[config.mk]
export PLATFORM = sky130hd
export DESIGN_NAME = square_grid_renderer
export DESIGN_NICKNAME = d
export VERILOG_FILES = /design/src/rtl/square_grid_renderer_pkg.sv /design/src/rtl/square_grid_renderer_tower_rom.sv /design/src/rtl/square_grid_renderer.sv
export SDC_FILE = /design/constraint.sdc
export NUM_CORES = 1
export LEC_CHECK = 0
export ABC_AREA = 1
export CORE_ASPECT_RATIO = 1.25
export CORE_MARGIN = 5
export CORE_UTILIZATION = 25
export DETAILED_ROUTE_END_ITERATION = 6
export MAX_ROUTING_LAYER = met4
export RECOVER_POWER = 50
export SYNTH_ARGS = -nofsm -noshare
export SYNTH_HDL_FRONTEND = slang
export SYNTH_SLANG_ARGS = --single-unit
[constraint.sdc]
create_clock -name clk -period 3.5 [get_ports clk]
set_input_delay 0.875 -clock clk [delete_from_list [all_inputs] [get_ports clk]]
set_output_delay 0.875 -clock clk [all_outputs]
set_load 0.03 [all_outputs]
[src/rtl/square_grid_renderer_pkg.sv]
// Shared encodings, grid/screen geometry and the tower sprite image for the cell renderer.
package square_grid_renderer_pkg;

    typedef enum logic [1:0] {
        MODE_CURSOR = 2'd0,
        MODE_TOWER  = 2'd1,
        MODE_ERASE  = 2'd2,
        MODE_RSVD   = 2'd3
    } mode_e;

    typedef enum logic [1:0] {
        S_IDLE   = 2'd0,
        S_SCAN   = 2'd1,
        S_FINISH = 2'd2
    } state_e;

    localparam int CELL_PX   = 20;
    localparam int GRID_COLS = 8;
    localparam int GRID_ROWS = 6;
    localparam int SCREEN_W  = 160;
    localparam int SCREEN_H  = 120;

    localparam logic [8:0] TEX_STONE  = 9'h124;
    localparam logic [8:0] TEX_WINDOW = 9'h007;
    localparam logic [8:0] TEX_BASE   = 9'h092;

    // Row-major tower image (the tower.mif picture): battlements, body with a window, wide base.
    function automatic logic [8:0] tower_texel(input logic [8:0] addr);
        int r, c;
        logic [8:0] t;
        r = int'(addr) / CELL_PX;
        c = int'(addr) % CELL_PX;
        t = 9'h000;
        if (r <= 3) begin
            if (c >= 3 && c <= 16 && ((c - 3) / 2) % 2 == 0) t = TEX_STONE;
        end else if (r <= 16) begin
            if (c >= 5 && c <= 14)
                t = (r >= 7 && r <= 10 && c >= 9 && c <= 10) ? TEX_WINDOW : TEX_STONE;
        end else if (c >= 2 && c <= 17) begin
            t = TEX_BASE;
        end
        return t;
    endfunction

endpackage

[src/rtl/square_grid_renderer_tower_rom.sv]
// 400x9 synchronous tower sprite ROM holding the tower.mif image; data valid one cycle after addr.
module tower_rom (
    input  logic       clk,
    input  logic [8:0] addr,
    output logic [8:0] data
);
    import square_grid_renderer_pkg::*;

    always_ff @(posedge clk) begin
        data <= tower_texel(addr);
    end

endmodule

[src/rtl/square_grid_renderer.sv]
// Renders one 20x20 grid cell to the VGA plotter: cursor outline, tower sprite, or map restore.
module square_grid_renderer #(
    parameter int         CELL_PX       = square_grid_renderer_pkg::CELL_PX,
    parameter int         SCREEN_W      = square_grid_renderer_pkg::SCREEN_W,
    parameter logic [8:0] CURSOR_COLOUR = 9'h1C0
) (
    input  logic        clk,
    input  logic        resetn,
    input  logic        start,
    input  logic [1:0]  mode,
    input  logic [3:0]  cell_x,
    input  logic [3:0]  cell_y,
    input  logic [8:0]  map_colour,
    output logic [7:0]  x,
    output logic [6:0]  y,
    output logic [8:0]  colour,
    output logic        plot,
    output logic        busy,
    output logic        done,
    output logic [14:0] map_address
);
    import square_grid_renderer_pkg::*;

    localparam logic [4:0]  LAST_PX  = 5'(CELL_PX - 1);
    localparam logic [14:0] ROW_STEP = 15'(SCREEN_W - CELL_PX + 1);

    state_e     state_q, state_d;
    logic       accept;
    logic [1:0] vld_pipe;   // [0] pixel fetched this cycle, [1] pixel on the outputs
    mode_e      mode_q;
    logic [7:0] x0_q;
    logic [6:0] y0_q;
    logic [4:0] px, py;
    logic [8:0] idx;
    logic       mask_q;
    logic [8:0] rom_data;
    logic       border, last_pix;

    assign border   = (px == 5'd0) || (px == LAST_PX) || (py == 5'd0) || (py == LAST_PX);
    assign last_pix = (px == LAST_PX) && (py == LAST_PX);
    assign plot     = vld_pipe[1] && mask_q;

    tower_rom u_rom (
        .clk  (clk),
        .addr (idx),
        .data (rom_data)
    );

    always_ff @(posedge clk) begin
        if (resetn) state_q <= S_IDLE;
        else        state_q <= state_d;
    end

    always_comb begin
        state_d = state_q;
        accept  = 1'b0;
        busy    = (state_q != S_IDLE);
        done    = 1'b0;
        case (state_q)
            S_IDLE: begin
                if (start && mode != MODE_RSVD &&
                    cell_x < 4'(GRID_COLS) && cell_y < 4'(GRID_ROWS)) begin
                    accept  = 1'b1;
                    state_d = S_SCAN;
                end
            end
            // one drain cycle after the last fetch lets the final pixel reach the outputs
            S_SCAN:   if (!vld_pipe[0]) state_d = S_FINISH;
            S_FINISH: begin
                done    = 1'b1;
                state_d = S_IDLE;
            end
            default:  state_d = S_IDLE;
        endcase
    end

    always_ff @(posedge clk) begin
        if (resetn) begin
            vld_pipe    <= '0;
            mode_q      <= MODE_CURSOR;
            x0_q        <= '0;
            y0_q        <= '0;
            px          <= '0;
            py          <= '0;
            idx         <= '0;
            mask_q      <= 1'b0;
            x           <= '0;
            y           <= '0;
            map_address <= '0;
        end else begin
            vld_pipe[1] <= vld_pipe[0];
            mask_q      <= (mode_q != MODE_CURSOR) || border;
            if (accept) begin
                mode_q      <= mode_e'(mode);
                x0_q        <= 8'(int'(cell_x) * CELL_PX);
                y0_q        <= 7'(int'(cell_y) * CELL_PX);
                map_address <= 15'((int'(cell_y) * SCREEN_W + int'(cell_x)) * CELL_PX);
                px          <= '0;
                py          <= '0;
                idx         <= '0;
                vld_pipe[0] <= 1'b1;
            end else if (vld_pipe[0]) begin
                x <= x0_q + 8'(px);
                y <= y0_q + 7'(py);
                if (last_pix) begin
                    // address stays on the last pixel so the map port is stable while idle
                    px          <= '0;
                    py          <= '0;
                    idx         <= '0;
                    vld_pipe[0] <= 1'b0;
                end else begin
                    idx <= idx + 9'd1;
                    if (px == LAST_PX) begin
                        px          <= '0;
                        py          <= py + 5'd1;
                        map_address <= map_address + ROW_STEP;
                    end else begin
                        px          <= px + 5'd1;
                        map_address <= map_address + 15'd1;
                    end
                end
            end
        end
    end

    // map memory and ROM both return data a cycle after addressing, so colour is selected from
    // their outputs in the same cycle that the registered x/y/plot appear
    always_comb begin
        colour = '0;
        if (plot) begin
            case (mode_q)
                MODE_TOWER: colour = rom_data;
                MODE_ERASE: colour = map_colour;
                default:    colour = CURSOR_COLOUR;
            endcase
        end
    end

endmodule

Word-level counts from Yosys, hierarchy flattened

Cells that the tools add are included.

$add $sub $neg: 10
Multiply operators: 4
Div/mod/pow operators: 2
Magnitude comparators: 14
Equal/unequal tests: 10
Shift operators: 0
Multiplexer cells: 26
Bitwise logic cells: 4
Reductions and logical operators: 30

Operators by type and width:

| kind                                                                | count |
|---|---|
| <= comparator 32 x 5 -> 1 bit (second input constant)               | 3 |
| <= comparator 32 x 6 -> 1 bit (second input constant)               | 3 |
| greater-or-equal comparator 32 x 3 -> 1 bit (second input constant) | 2 |
| greater-or-equal comparator 32 x 4 -> 1 bit (second input constant) | 2 |
| 2-to-1 mux 9 bit                                                    | 7 |
| 2-to-1 mux 15 bit                                                   | 4 |
| adder 32 x 1 -> 32 bit                                              | 1 |
| divider 10 x 6 -> 32 bit (second input constant)                    | 1 |
| greater-or-equal comparator 32 x 5 -> 1 bit (second input constant) | 1 |
| <= comparator 32 x 3 -> 1 bit (second input constant)               | 1 |
| logical NOT 32 bit                                                  | 1 |
| remainder unit 10 x 6 -> 32 bit (second input constant)             | 1 |
| subtractor 32 x 3 -> 32 bit (second input constant)                 | 1 |
| 2-to-1 mux 5 bit                                                    | 4 |
| case mux 9 bit (2 select lines)                                     | 1 |
| adder 15 x 1 -> 15 bit (second input constant)                      | 1 |
| adder 15 x 8 -> 15 bit (second input constant)                      | 1 |
| adder 12 x 4 -> 13 bit                                              | 1 |
| multiplier 13 x 3 -> 13 bit (second input constant)                 | 1 |
| logical AND 1 bit                                                   | 12 |
| adder 5 x 1 -> 5 bit (second input constant)                        | 2 |
| equality test 5 bit (second input constant)                         | 2 |
| logical NOT 5 bit                                                   | 2 |
| AND reduction 2 bit                                                 | 5 |
| other kinds (21)                                                    | 40 |

Flip-flop bits (word level): 76
Latch bits: 0
RAM bits: 0
Memory bits (read-only): 0
Output and inout port bits: 42
Word-level logic and storage cells: 114
Memories kept: 0

Depth between registers and ports, before layout

Gate-level depths: netlist of run 1.

Depth in word-level cells: 9
Depth in mapped cells: 31
Mapped depth without buffers: 31

Modules after synthesis

A second synthesis of run 1 with hierarchy kept.

Cell total of the unflattened synthesis: 794
Area total of the unflattened synthesis: 5457.7 µm²

Modules (own cells, without submodules):

| module               | times used | cells an instance | area an instance (µm²) | seq. area each (µm²) |
|---|---|---|---|---|
| square_grid_renderer | 1          | 573               | 4130.2                 | 1341.3 |
| tower_rom            | 1          | 221               | 1327.5                 | 100.1 |

Least setup slack after synthesis of run 1

Ideal clock, no wire load.

Kind: input-to-reg
From: input port cell_y[1]
To: register map_address[14]
Setup time: 0.057 ns
Data arrival time: 3.284 ns
Required time: 3.443 ns
Setup slack: 0.160 ns
Cell stages on the path: 15
Path buffers: 0
Path through: ha_1 ha_1 fa_1 ha_1 ha_1 a21oi_1 nor2_1 nor2_1 nor2_1 nor2_1 xor2_1 nand2_1 o211ai_1 nand2_1 inv_1

Longest elaborated chain between the ends: 6
Elaborated cells on any way between the ends: 11

Ends and longest elaborated chain:

| item                                                           | line                        | RTL |
|---|---|---|
| from (decl)                                                    | square_grid_renderer.sv:12  | `input logic [3:0] cell_y,` |
| branches (longest 6 deep; another with adder 12 x 4 -> 13 bit) | n/a                         |  |
| to (signal assigned)                                           | square_grid_renderer.sv:97  | `map_address <= 15'((int'(cell_y) * SCREEN_W + int'(cell_x)) * CELL_PX);` |
| to (signal assigned)                                           | square_grid_renderer.sv:116 | `map_address <= map_address + ROW_STEP;` |
| to (signal assigned)                                           | square_grid_renderer.sv:119 | `map_address <= map_address + 15'd1;` |
| to (decl)                                                      | square_grid_renderer.sv:20  | `output logic [14:0] map_address` |

Parallel ways; which one is timed is not known.
A chain may end at the register's enable or synchronous reset.

Worst setup path in the final report of run 1

From: input port cell_y[0]
To: register map_address[14]

Same word-level chain as after synthesis.

==> reports/results.tsv, run 1 <==
stage	metric	value	unit
status	result of the run	completed	
floorplan	Die Span Y	170	um
yosys	Avg Inst Size Synth	6.81	um2
detailed_routing	# DRC	0	
timing	max frequency	297	MHz
detailed_routing	post-route ant nets	0	
cts	clock tree from TritonCTS	done	
floorplan	x dimension of the die	138	um
placement	weighted congestion reported at the end of routability-driven placement	0.834	
placement	hpwl dp	11300	um
placement	number of buffer cells added on primary ports	63	
power_and_ir_drop	Leak Pwr	0.00340	uW
detailed_routing	first drt pass iteration count	4	
timing	setup repair after global routing missed its margin	true	
timing	Setup TNS Final	0	ps
detailed_routing	Via density	4.53	
cts	clock sink total	72	
yosys	warning count from the yosys run	0	
floorplan	die area	23500	um2
cts	Max Buffers Root-to-Sink	2	
grt	number of antenna violations at the first check in global routing	0	
layout	Final nets	950	
floorplan	core area	20200	um2
timing	final clock skew	3.44	ps
yosys	netlist area before placement	5130	um2
timing	post-route minimum period	3370	ps
cts	H-tree level count	3	
cts	Root Buffer	sky130_fd_sc_hd__clkbuf_16	
worst_setup_path	crit path launch type	primary input	
cts	clock-pin slew reported for the worst setup and hold paths after clock tree synthesis	60	ps
floorplan	# rows	58	
worst_setup_path	CP Data Required Time	3730	ps
worst_hold_path	type of the worst min-delay path	flop to flop	
yosys	post-synthesis sequential area ratio	28.1	%
yosys	distinct cell type count after synthesis	43	
cts	clock latency on the worst-skew pair	330	ps
power_and_ir_drop	peak supply drop	218	uV
timing	Final setup viols	0	
worst_setup_path	critical path capture point type	flop	
worst_setup_path	crit path max fanout	2	
yosys	number of synthesized register bits	72	
cts	number of clock buffers inserted by TritonCTS	9	
floorplan	initial standard-cell utilization of the core	25.4	%
timing	headroom to the max-slew limit	17.6	%
layout	Antenna diodes	0	
layout	share of post-route cells with drive strength above 1	20.6	%
grt	gr ovfl total	0	
timing	slew of the pin with the lowest slew margin	1240	ps
detailed_routing	final routed wire length divided by cell count	12.5	um
yosys	synthesized instance count	753	
cts	number of hold-repair buffers added at the cts stage	0	
timing	portion of the clock cycle consumed by the worst path in the final layout	96.2	%
power_and_ir_drop	Power Density	315	nW/um2
grt	largest net degree at the start of global routing	27	
floorplan	number of top-level pins	64	
grt	number of global-route vias before repair	5072	
layout	final core occ	36.0	%
timing	max-slew violation count	0	
detailed_routing	routed wire length	14500	um
timing	Hold Fails Final Rpt	0	
detailed_routing	drt initial violations	306	
grt	combined global-route utilization of all metal layers	12.6	%
worst_setup_path	data arrival time at the worst-slack endpoint	3600	ps
grt	first-pass GRT wire length	24000	um
job	max-capacitance violation count	0	
yosys	net count after synthesis	820	
detailed_routing	routed vias	5246	
layout	post-synthesis to final-layout area growth	41.6	%
worst_setup_path	Setup CP Type	primary input to flop	
-- worst paths after layout --
check,startpoint,to,slack (ps),cells after the start
hold reg to reg,y0_q[2],y0_q[2],460,2
setup / recovery,cell_y[0],map_address[14],130,17
setup reg to reg,idx[7],u_rom.data[5],160,28
hold / removal,y0_q[2],y0_q[2],460,2
-- flip-flops by register name, summed over array words and instances, names as in the netlist, 2 cells and up --
signal / cells
map_address: 15
idx: 9
x: 8
y: 7
x0_q: 6
px: 5
py: 5
u_rom.data: 5
y0_q: 5
mode_q: 2
state_q: 2
vld_pipe: 2
-- worst max-delay path, stage by stage --
cell,delay [ps]
sky130_fd_sc_hd__clkdlybuf4s50_1,430
sky130_fd_sc_hd__ha_2,190
sky130_fd_sc_hd__ha_2,180
sky130_fd_sc_hd__fa_2,360
sky130_fd_sc_hd__xor2_2,190
sky130_fd_sc_hd__ha_1,300
sky130_fd_sc_hd__ha_1,290
sky130_fd_sc_hd__inv_2,40
sky130_fd_sc_hd__nor2_1,150
sky130_fd_sc_hd__nor2_1,70
sky130_fd_sc_hd__nor2_1,80
sky130_fd_sc_hd__nor2_1,60
sky130_fd_sc_hd__xor2_1,130
sky130_fd_sc_hd__nand2_1,60
sky130_fd_sc_hd__o211ai_1,70
sky130_fd_sc_hd__nand2_1,60
sky130_fd_sc_hd__inv_1,50
-- per-stage QoR --
step                      instance area, um2  power, uW  worst slack (ps)  hold slack [ps]  std cells
after floorplan                         5130       1060               160              425        753
after global placement                  6480       1200              -353              443       1129
after detailed placement                6480       1200              -429              448       1129
after CTS                               6850       2290             0.427              459       1146
after global routing                    7260       2400              -102              478       1158
final                                   7260       2290               134              458       1158
-- timing repair --
item / 4_1_cts / 5_1_grt
setup endpoints to repair: 1 / 7
setup buffers: 1 / 12
resized for setup: 2 / 82
pin swaps: 4 / 42
-- power breakdown --
| part | switching [uW] | total, uW | internal (uW) |
|---|---|---|---|
| logic | 188 | 346 | 157 |
| registers | 17.5 | 858 | 841 |
| clock network | 351 | 1080 | 733 |
-- routing by layer --
| layer | global-route usage, % | wire (um) | up-vias |
|---|---|---|---|
| li1 | - | - | 2740 |
| met1 | 14.6 | 6470 | 2407 |
| met2 | 23.0 | 7420 | 85 |
| met3 | 1.97 | 403 | 14 |
| met4 | 3.18 | 172 | 0 |
| met5 | - | 0 | - |
-- cell usage after synthesis --
cell type                  instances  area (um2)
sky130_fd_sc_hd__and2_1            1        6.26
sky130_fd_sc_hd__nand3_4           2        35.0
sky130_fd_sc_hd__o211ai_1          2        15.0
sky130_fd_sc_hd__nor2_1           68         255
sky130_fd_sc_hd__ha_1             41         513
sky130_fd_sc_hd__nand2_4           3        33.8
sky130_fd_sc_hd__nand4_1          19         119
sky130_fd_sc_hd__o31ai_2           1        12.5
sky130_fd_sc_hd__o21ai_1           4        20.0
sky130_fd_sc_hd__nand2_2           6        37.5
sky130_fd_sc_hd__a211oi_1          4        30.0
sky130_fd_sc_hd__o22ai_1           7        43.8
sky130_fd_sc_hd__a22oi_1           1        7.51
sky130_fd_sc_hd__nor4_1            1        6.26
sky130_fd_sc_hd__inv_1           101         379
sky130_fd_sc_hd__clkbuf_1         12        45.0
sky130_fd_sc_hd__nor3b_1           2        15.0
sky130_fd_sc_hd__nand3b_2          1        11.3
sky130_fd_sc_hd__a21oi_1          32         160
sky130_fd_sc_hd__nand3b_1          6        45.0
sky130_fd_sc_hd__o21bai_1          1        7.51
sky130_fd_sc_hd__or2_2             7        43.8
sky130_fd_sc_hd__nand2_1         160         601
sky130_fd_sc_hd__buf_1             2        7.51
sky130_fd_sc_hd__o21a_1            1        7.51
sky130_fd_sc_hd__o21ai_0          39         195
sky130_fd_sc_hd__a31oi_1          13        81.3
sky130_fd_sc_hd__nor3_4            2        32.5
sky130_fd_sc_hd__xor2_1           23         201
sky130_fd_sc_hd__inv_2            13        48.8
sky130_fd_sc_hd__or2_1             1        6.26
sky130_fd_sc_hd__xnor2_1           1        8.76
sky130_fd_sc_hd__a21o_1            1        7.51
sky130_fd_sc_hd__clkinv_1          3        11.3
sky130_fd_sc_hd__a22o_1            3        26.3
sky130_fd_sc_hd__fa_1              4        80.1
sky130_fd_sc_hd__nand3_1          65         325
sky130_fd_sc_hd__nand3_2          11         110
sky130_fd_sc_hd__nor2_2            2        12.5
sky130_fd_sc_hd__nor3_2            1        10.0
sky130_fd_sc_hd__dfxtp_1          72        1440
sky130_fd_sc_hd__o31ai_1           1        7.51
sky130_fd_sc_hd__nor3_1           13        65.1
-- placed cells by master (no fill, tap or decap), types with 4 or more instances in the layout --
master,count
sky130_fd_sc_hd__a211oi_1,4
sky130_fd_sc_hd__a21oi_1,30
sky130_fd_sc_hd__a31oi_1,13
sky130_fd_sc_hd__buf_4,60
sky130_fd_sc_hd__buf_6,5
sky130_fd_sc_hd__clkbuf_1,4
sky130_fd_sc_hd__clkbuf_16,9
sky130_fd_sc_hd__clkdlybuf4s50_1,26
sky130_fd_sc_hd__dfxtp_1,70
sky130_fd_sc_hd__dlygate4sd3_1,34
sky130_fd_sc_hd__ha_1,35
sky130_fd_sc_hd__ha_4,4
sky130_fd_sc_hd__inv_1,97
sky130_fd_sc_hd__inv_2,15
sky130_fd_sc_hd__nand2_1,140
sky130_fd_sc_hd__nand2_2,20
sky130_fd_sc_hd__nand2_4,8
sky130_fd_sc_hd__nand3_1,54
sky130_fd_sc_hd__nand3_2,14
sky130_fd_sc_hd__nand3_4,10
sky130_fd_sc_hd__nand3b_1,6
sky130_fd_sc_hd__nand4_1,19
sky130_fd_sc_hd__nor2_1,65
sky130_fd_sc_hd__nor2_4,4
sky130_fd_sc_hd__nor3_1,12
sky130_fd_sc_hd__o21ai_0,37
sky130_fd_sc_hd__o21ai_1,5
sky130_fd_sc_hd__o22ai_1,7
sky130_fd_sc_hd__or2_2,7
sky130_fd_sc_hd__xor2_1,22
-- final cells by class --
cell class	instances	area [um2]
Clock inverter	5	103
Clock buffer	11	253
Sequential cell	72	1440
Fill cell	2234	12900
Tap cell	270	338
Timing Repair Buffer	133	1160
Inverter	117	444
Multi-Input combinational cell	550	3510
-- logic make-up (layout without fill, tap and decap cells) --
group                    after synthesis  count (layout)  synth area share (%)
flip-flops                            72              72                  28.1
adder cells (fa/ha/maj)               45              45                  11.6
XOR/XNOR                              24              24                  4.10
AO/OA/AOI/OAI                        110             110                  12.1
AND/OR/NAND/NOR                      371             371                  34.5
buffers and inverters                131             266                  9.59
Power figures use the tool's default switching activity.
==> inputs of run 2 (changes only) <==
--- a/config.mk
+++ b/config.mk
@@ -6,11 +6,14 @@
 export NUM_CORES = 1
 export LEC_CHECK = 0
 export ABC_AREA = 1
+export CELL_PAD_IN_SITES_DETAIL_PLACEMENT = 1
+export CELL_PAD_IN_SITES_GLOBAL_PLACEMENT = 2
 export CORE_ASPECT_RATIO = 1.25
 export CORE_MARGIN = 5
 export CORE_UTILIZATION = 25
 export DETAILED_ROUTE_END_ITERATION = 6
 export MAX_ROUTING_LAYER = met4
+export PLACE_DENSITY_LB_ADDON = 0.1
 export RECOVER_POWER = 50
 export SYNTH_ARGS = -nofsm -noshare
 export SYNTH_HDL_FRONTEND = slang
==> run 2 against run 1 <==
  * Sequential power about the same
  * Critical path depth shrank 1
  * Clock skew increased by 7.8 ps
  * Highest routed layer unchanged
  * Via count up 6.8%
==> reports/results.tsv, run 2 (same netlist as run 1, synthesis figures left out) <==
stage	metric	value	unit	change
timing	max-slew violation count	0		unchanged
worst_setup_path	data arrival time at the worst-slack endpoint	3780	ps	+180 ps
cts	clock latency on the worst-skew pair	340	ps	about the same
worst_setup_path	reg-to-reg endpoint	u_rom.data[1]		
worst_setup_path	length in cells of the worst reg-to-reg path	28		unchanged
layout	share of post-route cells with drive strength above 1	28.0	%	+7.4 points
floorplan	x dimension of the die	138	um	unchanged
cts	clock sink total	72		unchanged
worst_setup_path	setup slack of the worst register-to-register path	70	ps	-90 ps
layout	number of flip-flops under the largest register name	15		unchanged
detailed_routing	final routed wire length divided by cell count	15.7	um	+26%
power_and_ir_drop	total power draw	2290	uW	-0.11%
grt	first-pass GRT wire length	30000	um	+25%
worst_hold_path	worst-case hold path end point	y0_q[2]		
placement	weighted congestion reported at the end of routability-driven placement	0.829		-0.53%
layout	largest registers	map_address (15), idx (9), x (8)		
timing	headroom to the max-slew limit	18.9	%	+1.3 points
layout	leading cell type in the layout, fill and taps excluded	sky130_fd_sc_hd__nand2_1		
worst_setup_path	Critical R2R Launch	idx[6]		
status	result of the run	completed		
placement	number of buffer cells added on primary ports	63		unchanged
power_and_ir_drop	peak supply drop	162	uV	-26%
worst_hold_path	Hold Path Origin	y0_q[2]		
detailed_routing	# DRC	0		unchanged
grt	largest net degree at the start of global routing	27		unchanged
detailed_routing	first drt pass iteration count	4		unchanged
worst_setup_path	CP Data Required Time	3780	ps	+50 ps
detailed_routing	routed vias	5604		+6.8%
cts	number of clock buffers inserted by TritonCTS	9		unchanged
power_and_ir_drop	register share of total power	37.5	%	about the same
placement	hpwl dp	14400	um	+28%
floorplan	die area	23500	um2	unchanged
timing	hold slack	454	ps	-4.33 ps
power_and_ir_drop	Power Density	292	nW/um2	-7.5%
layout	total of fill cells in the finished design	2524		+13%
worst_setup_path	crit path max fanout	2		unchanged
layout	Final nets	988		+4.0%
detailed_routing	routed wire length	18800	um	+30%
timing	final clock skew	11.3	ps	+7.85 ps
timing	setup repair after global routing missed its margin	true		
floorplan	# rows	58		unchanged
grt	combined global-route utilization of all metal layers	16.0	%	+3.4 points
cts	clock-pin slew reported for the worst setup and hold paths after clock tree synthesis	60	ps	about the same
layout	final core occ	38.9	%	+2.9 points
grt	number of antenna violations at the first check in global routing	0		unchanged
worst_hold_path	type of the worst min-delay path	flop to flop		
timing	slew of the pin with the lowest slew margin	1210	ps	-23.4 ps
floorplan	core area	20200	um2	unchanged
grt	gr ovfl total	0		unchanged
placement	Placed Area	6610	um2	+2.0%
power_and_ir_drop	Psw	611	uW	+9.8%
detailed_routing	Via density	4.69		+3.4%
layout	Antenna diodes	0		unchanged
grt	number of global-route vias before repair	5984		+18%
layout	leading cell types in the layout, fill and taps excluded	sky130_fd_sc_hd__nand2_1, sky130_fd_sc_hd__inv_1, sky130_fd_sc_hd__buf_4, sky130_fd_sc_hd__dfxtp_1, sky130_fd_sc_hd__nor2_1		
timing	post-route minimum period	3500	ps	+133 ps
timing	max frequency	286	MHz	-3.8%
detailed_routing	drt initial violations	245		-20%
floorplan	Die Span Y	170	um	unchanged
cts	clock tree from TritonCTS	done		
layout	post-synthesis to final-layout area growth	52.8	%	
worst_hold_path	Min-Delay Path Depth	2		unchanged
power_and_ir_drop	Combinational Power Share	17.9	%	+2.8 points
layout	design area	7840	um2	+8.0%
cts	Max Buffers Root-to-Sink	2		unchanged
power_and_ir_drop	Clk network pwr share	44.6	%	-2.8 points
floorplan	initial standard-cell utilization of the core	25.4	%	unchanged
power_and_ir_drop	cell-internal power	1670	uW	-3.3%
floorplan	number of top-level pins	64		unchanged
worst_setup_path	crit path launch type	primary input		
layout	register with the most flip-flops	map_address		
cts	Root Buffer	sky130_fd_sc_hd__clkbuf_16		
worst_setup_path	critical path capture point type	flop		
layout	area taken by multi-input logic gates	3800	um2	+8.2%
timing	Hold Fails Final Rpt	0		unchanged
power_and_ir_drop	Leak Pwr	0.00363	uW	+6.7%
layout	area of all sequential standard cells	1440	um2	unchanged
detailed_routing	post-route ant nets	0		unchanged
worst_setup_path	Setup CP Type	primary input to flop		
timing	portion of the clock cycle consumed by the worst path in the final layout	100	%	+3.8 points
job	max-capacitance violation count	0		unchanged
power_and_ir_drop	Switching Fraction	26.7	%	+2.4 points
timing	Final setup viols	0		unchanged
cts	H-tree level count	3		unchanged
[run 2: what timing repair did]
item / in CTS / in global routing
gates resized for setup: 37 / 118
hold buffers: 0 / 0
endpoints found under the setup margin: 6 / 7
pin swaps: 35 / 77
setup buffers: 14 / 20
[run 2: worst max path at each step]
stage | start | to
after detailed placement | cell_y[1] | map_address[14]
after floorplan | cell_y[1] | map_address[14]
after CTS | idx[7] | u_rom.data[5]
final | cell_y[2] | map_address[14]
after global placement | cell_y[1] | map_address[14]
after global routing | idx[6] | u_rom.data[2]
[run 2: layer usage]
metal | up-vias | global-route usage [%] | share of wire (%)
met1 | 2705 | 16.9 | 40
met4 | 0 | 5.20 | 2.3
li1 | 2813 | - | -
met2 | 60 | 31.0 | 56
met5 | - | - | 0
met3 | 26 | 1.77 | 1.4
[run 2: area by class of cell]
type,instances,share of cell area [%]
Clock buffer,10,3.05
Clock inverter,6,1.15
Inverter,117,5.79
Multi-Input combinational cell,550,48.5
Sequential cell,72,18.4
Tap cell,270,4.31
Timing Repair Buffer,171,18.8
[run 2: power groups by stage]
stage	Sequential (uW)	Combinational (uW)	Clock, uW
after detailed placement	875	350	0
after global placement	875	337	0
after CTS	857	377	1050
final	857	410	1020
after floorplan	898	157	0
after global routing	859	452	1090
[run 2: per-stage QoR]
step,setup TNS [ps],worst slack (ps),std cells
global route,-1180,-190,1196
finish,0,1.07,1196
floorplan,0,160,753
detailed placement,-1720,-476,1146
global placement,-938,-396,1146
CTS,-6.74,-6.74,1176
[run 2: worst max-delay path, stage by stage]
cell                            delay [ps]
sky130_fd_sc_hd__dlygate4sd3_1         570
sky130_fd_sc_hd__ha_1                  230
sky130_fd_sc_hd__ha_4                  170
sky130_fd_sc_hd__fa_2                  560
sky130_fd_sc_hd__ha_4                  210
sky130_fd_sc_hd__ha_4                  220
sky130_fd_sc_hd__a21oi_4               160
sky130_fd_sc_hd__nor2_2                 60
sky130_fd_sc_hd__nor2_1                 80
sky130_fd_sc_hd__nor2_1                 50
sky130_fd_sc_hd__nor2_1                130
sky130_fd_sc_hd__xor2_1                170
sky130_fd_sc_hd__nand2_1                70
sky130_fd_sc_hd__o211ai_1               80
sky130_fd_sc_hd__nand2_1                70
sky130_fd_sc_hd__inv_1                  70
==> inputs of run 3 (changes only) <==
--- a/config.mk
+++ b/config.mk
@@ -11,6 +11,7 @@
 export CORE_ASPECT_RATIO = 1.25
 export CORE_MARGIN = 5
 export CORE_UTILIZATION = 25
+export CTS_BUF_LIST = sky130_fd_sc_hd__clkbuf_2
 export DETAILED_ROUTE_END_ITERATION = 6
 export MAX_ROUTING_LAYER = met4
 export PLACE_DENSITY_LB_ADDON = 0.1
==> run 3 against run 2 <==
  * The run now ends with setup timing left
  * Critical path type unchanged
  * Largest power group is now registers
  * Highest routed layer unchanged
  * Die area stayed put
  * Fmax is 0.64% lower
  * Critical path depth stayed put
  * Design area is 4.6% lower
==> reports/results.tsv, run 3 (same netlist as run 1, synthesis figures left out) <==
stage	metric	value	unit	change
status	result of the run	finished with violations		
status	violations in the final reports	setup timing		
placement	hpwl dp	14400	um	unchanged
detailed_routing	routed wire length	18400	um	-2.1%
cts	H-tree level count	3		unchanged
layout	share of post-route cells with drive strength above 1	25.3	%	-2.7 points
timing	slew of the pin with the lowest slew margin	1170	ps	-40.8 ps
grt	met3 Track Usage GR	1.88	%	+0.11 points
layout	register with the most flip-flops	map_address		
cts	number of clock buffers inserted by TritonCTS	9		unchanged
detailed_routing	drt initial violations	154		-37%
cts	clock tree from TritonCTS	done		
timing	Hold Fails Final Rpt	0		unchanged
cts	Root Buffer	sky130_fd_sc_hd__clkbuf_2		
grt	gr ovfl total	0		unchanged
floorplan	# rows	58		unchanged
detailed_routing	first drt pass iteration count	4		unchanged
power_and_ir_drop	total power draw	1770	uW	-23%
worst_setup_path	data arrival time at the worst-slack endpoint	4010	ps	+230 ps
layout	area of all sequential standard cells	1440	um2	unchanged
worst_setup_path	Setup CP Type	primary input to flop		
grt	routing usage on met1	16.9	%	+0.074 points
worst_setup_path	setup slack of the worst register-to-register path	30	ps	-40 ps
timing	final clock skew	44.7	ps	+33.4 ps
timing	max frequency	284	MHz	-0.64%
power_and_ir_drop	Leak Pwr	0.00352	uW	-2.9%
layout	Final nets	983		-0.51%
worst_setup_path	CP Data Required Time	3990	ps	+210 ps
cts	clock sink total	72		unchanged
layout	area taken by multi-input logic gates	3680	um2	-3.3%
worst_hold_path	type of the worst min-delay path	flop to flop		
layout	final core occ	37.1	%	-1.8 points
placement	pre-CTS setup slack	-476	ps	unchanged
worst_setup_path	crit path launch type	primary input		
timing	setup repair after global routing missed its margin	true		
job	max-capacitance violation count	0		unchanged
placement	number of cells after detailed placement	1146		unchanged
timing	max-slew violation count	0		unchanged
grt	number of antenna violations at the first check in global routing	1		+1
floorplan	x dimension of the die	138	um	unchanged
timing	Final setup viols	1		+1
layout	total of fill cells in the finished design	2547		+0.91%
detailed_routing	post-route ant nets	0		unchanged
worst_setup_path	crit path max fanout	2		unchanged
floorplan	die area	23500	um2	unchanged
power_and_ir_drop	Power Density	236	nW/um2	-19%
cts	Max Buffers Root-to-Sink	2		unchanged
timing	headroom to the max-slew limit	21.6	%	+2.7 points
timing	Worst Setup Slack, final	-21.6	ps	-22.7 ps
detailed_routing	routed vias	5578		-0.46%
layout	leading cell type in the layout, fill and taps excluded	sky130_fd_sc_hd__nand2_1		
floorplan	initial standard-cell utilization of the core	25.4	%	unchanged
timing	Setup TNS Final	-21.6	ps	-21.6 ps
cts	clock latency on the worst-skew pair	540	ps	+200 ps
grt	largest net degree at the start of global routing	27		unchanged
floorplan	number of top-level pins	64		unchanged
detailed_routing	final routed wire length divided by cell count	15.4	um	-1.9%
grt	GR Util met2	30.5	%	-0.53 points
floorplan	core area	20200	um2	unchanged
layout	leading cell types in the layout, fill and taps excluded	sky130_fd_sc_hd__nand2_1, sky130_fd_sc_hd__inv_1, sky130_fd_sc_hd__buf_4, sky130_fd_sc_hd__dfxtp_1, sky130_fd_sc_hd__nor2_1		
grt	most used routing layer in global routing	met2		
layout	post-synthesis to final-layout area growth	45.8	%	
layout	post-layout instance count excluding filler cells	1193		-0.25%
placement	weighted congestion reported at the end of routability-driven placement	0.829		unchanged
detailed_routing	Via density	4.68		-0.21%
placement	number of buffer cells added on primary ports	63		unchanged
floorplan	Die Span Y	170	um	unchanged
worst_setup_path	critical path capture point type	flop		
layout	largest registers	map_address (15), idx (9), x (8)		
detailed_routing	# DRC	0		unchanged
timing	post-route minimum period	3520	ps	+22.7 ps
grt	number of global-route vias before repair	5925		-0.99%
cts	clock-pin slew reported for the worst setup and hold paths after clock tree synthesis	220	ps	+160 ps
grt	first-pass GRT wire length	29800	um	-0.53%
layout	number of flip-flops under the largest register name	15		unchanged
timing	portion of the clock cycle consumed by the worst path in the final layout	101	%	+0.65 points
power_and_ir_drop	peak supply drop	129	uV	-20%
grt	combined global-route utilization of all metal layers	15.9	%	-0.095 points
==> run 3: stage by stage <==
stage                     area [um2]  hold WS, ps
final                           7480          470
after global routing            7480          497
after CTS                       7010          473
after detailed placement        6610          446
after global placement          6610          446
after floorplan                 5130          425
==> run 3: cell type report <==
type                            count  area share [%]
Antenna cell                        2          0.0669
Clock buffer                        9           0.603
Clock inverter                      7            1.26
Inverter                          117            6.04
Multi-Input combinational cell    550            49.2
Sequential cell                    72            19.3
Tap cell                          270            4.52
Timing Repair Buffer              166            19.0
==> run 3: routing by layer <==
| layer | share of wire (%) | vias up |
|---|---|---|
| li1 | - | 2811 |
| met1 | 40 | 2682 |
| met2 | 56 | 67 |
| met3 | 1.8 | 18 |
| met4 | 2.1 | 0 |
| met5 | 0 | - |
==> run 3: final timing paths <==
check,cells after the start,to,from
hold reg to reg,2,y0_q[2],y0_q[2]
hold / removal,2,y0_q[2],y0_q[2]
setup / recovery,16,map_address[14],cell_y[1]
setup reg to reg,29,u_rom.data[5],idx[6]
==> run 3: worst max-delay path, stage by stage <==
cell and delay, ps:
sky130_fd_sc_hd__dlygate4sd3_1 580, sky130_fd_sc_hd__ha_1 310, sky130_fd_sc_hd__ha_1 230, sky130_fd_sc_hd__fa_1 470
sky130_fd_sc_hd__ha_1 300, sky130_fd_sc_hd__ha_1 330, sky130_fd_sc_hd__a21oi_2 160, sky130_fd_sc_hd__nor2_1 70
sky130_fd_sc_hd__nor2_1 80, sky130_fd_sc_hd__nor2_1 40, sky130_fd_sc_hd__nor2_1 120, sky130_fd_sc_hd__xor2_1 150
sky130_fd_sc_hd__nand2_1 70, sky130_fd_sc_hd__o211ai_1 80, sky130_fd_sc_hd__nand2_1 70, sky130_fd_sc_hd__inv_1 70
==> run 3: report_power, final <==
part | internal [uW] | total, uW | switching, uW
registers | 843 | 859 | 16.3
logic | 148 | 342 | 194
clock network | 236 | 566 | 330
total | 1230 | 1770 | 540
==> run 3: repair_timing <==
| item | CTS | global route |
|---|---|---|
| setup buffers | 13 | 16 |
| hold endpoints to repair | 0 | 0 |
| pin swaps | 31 | 58 |
| setup endpoints to repair | 9 | 11 |
| gates resized for setup | 42 | 87 |
| hold buffers | 0 | 0 |
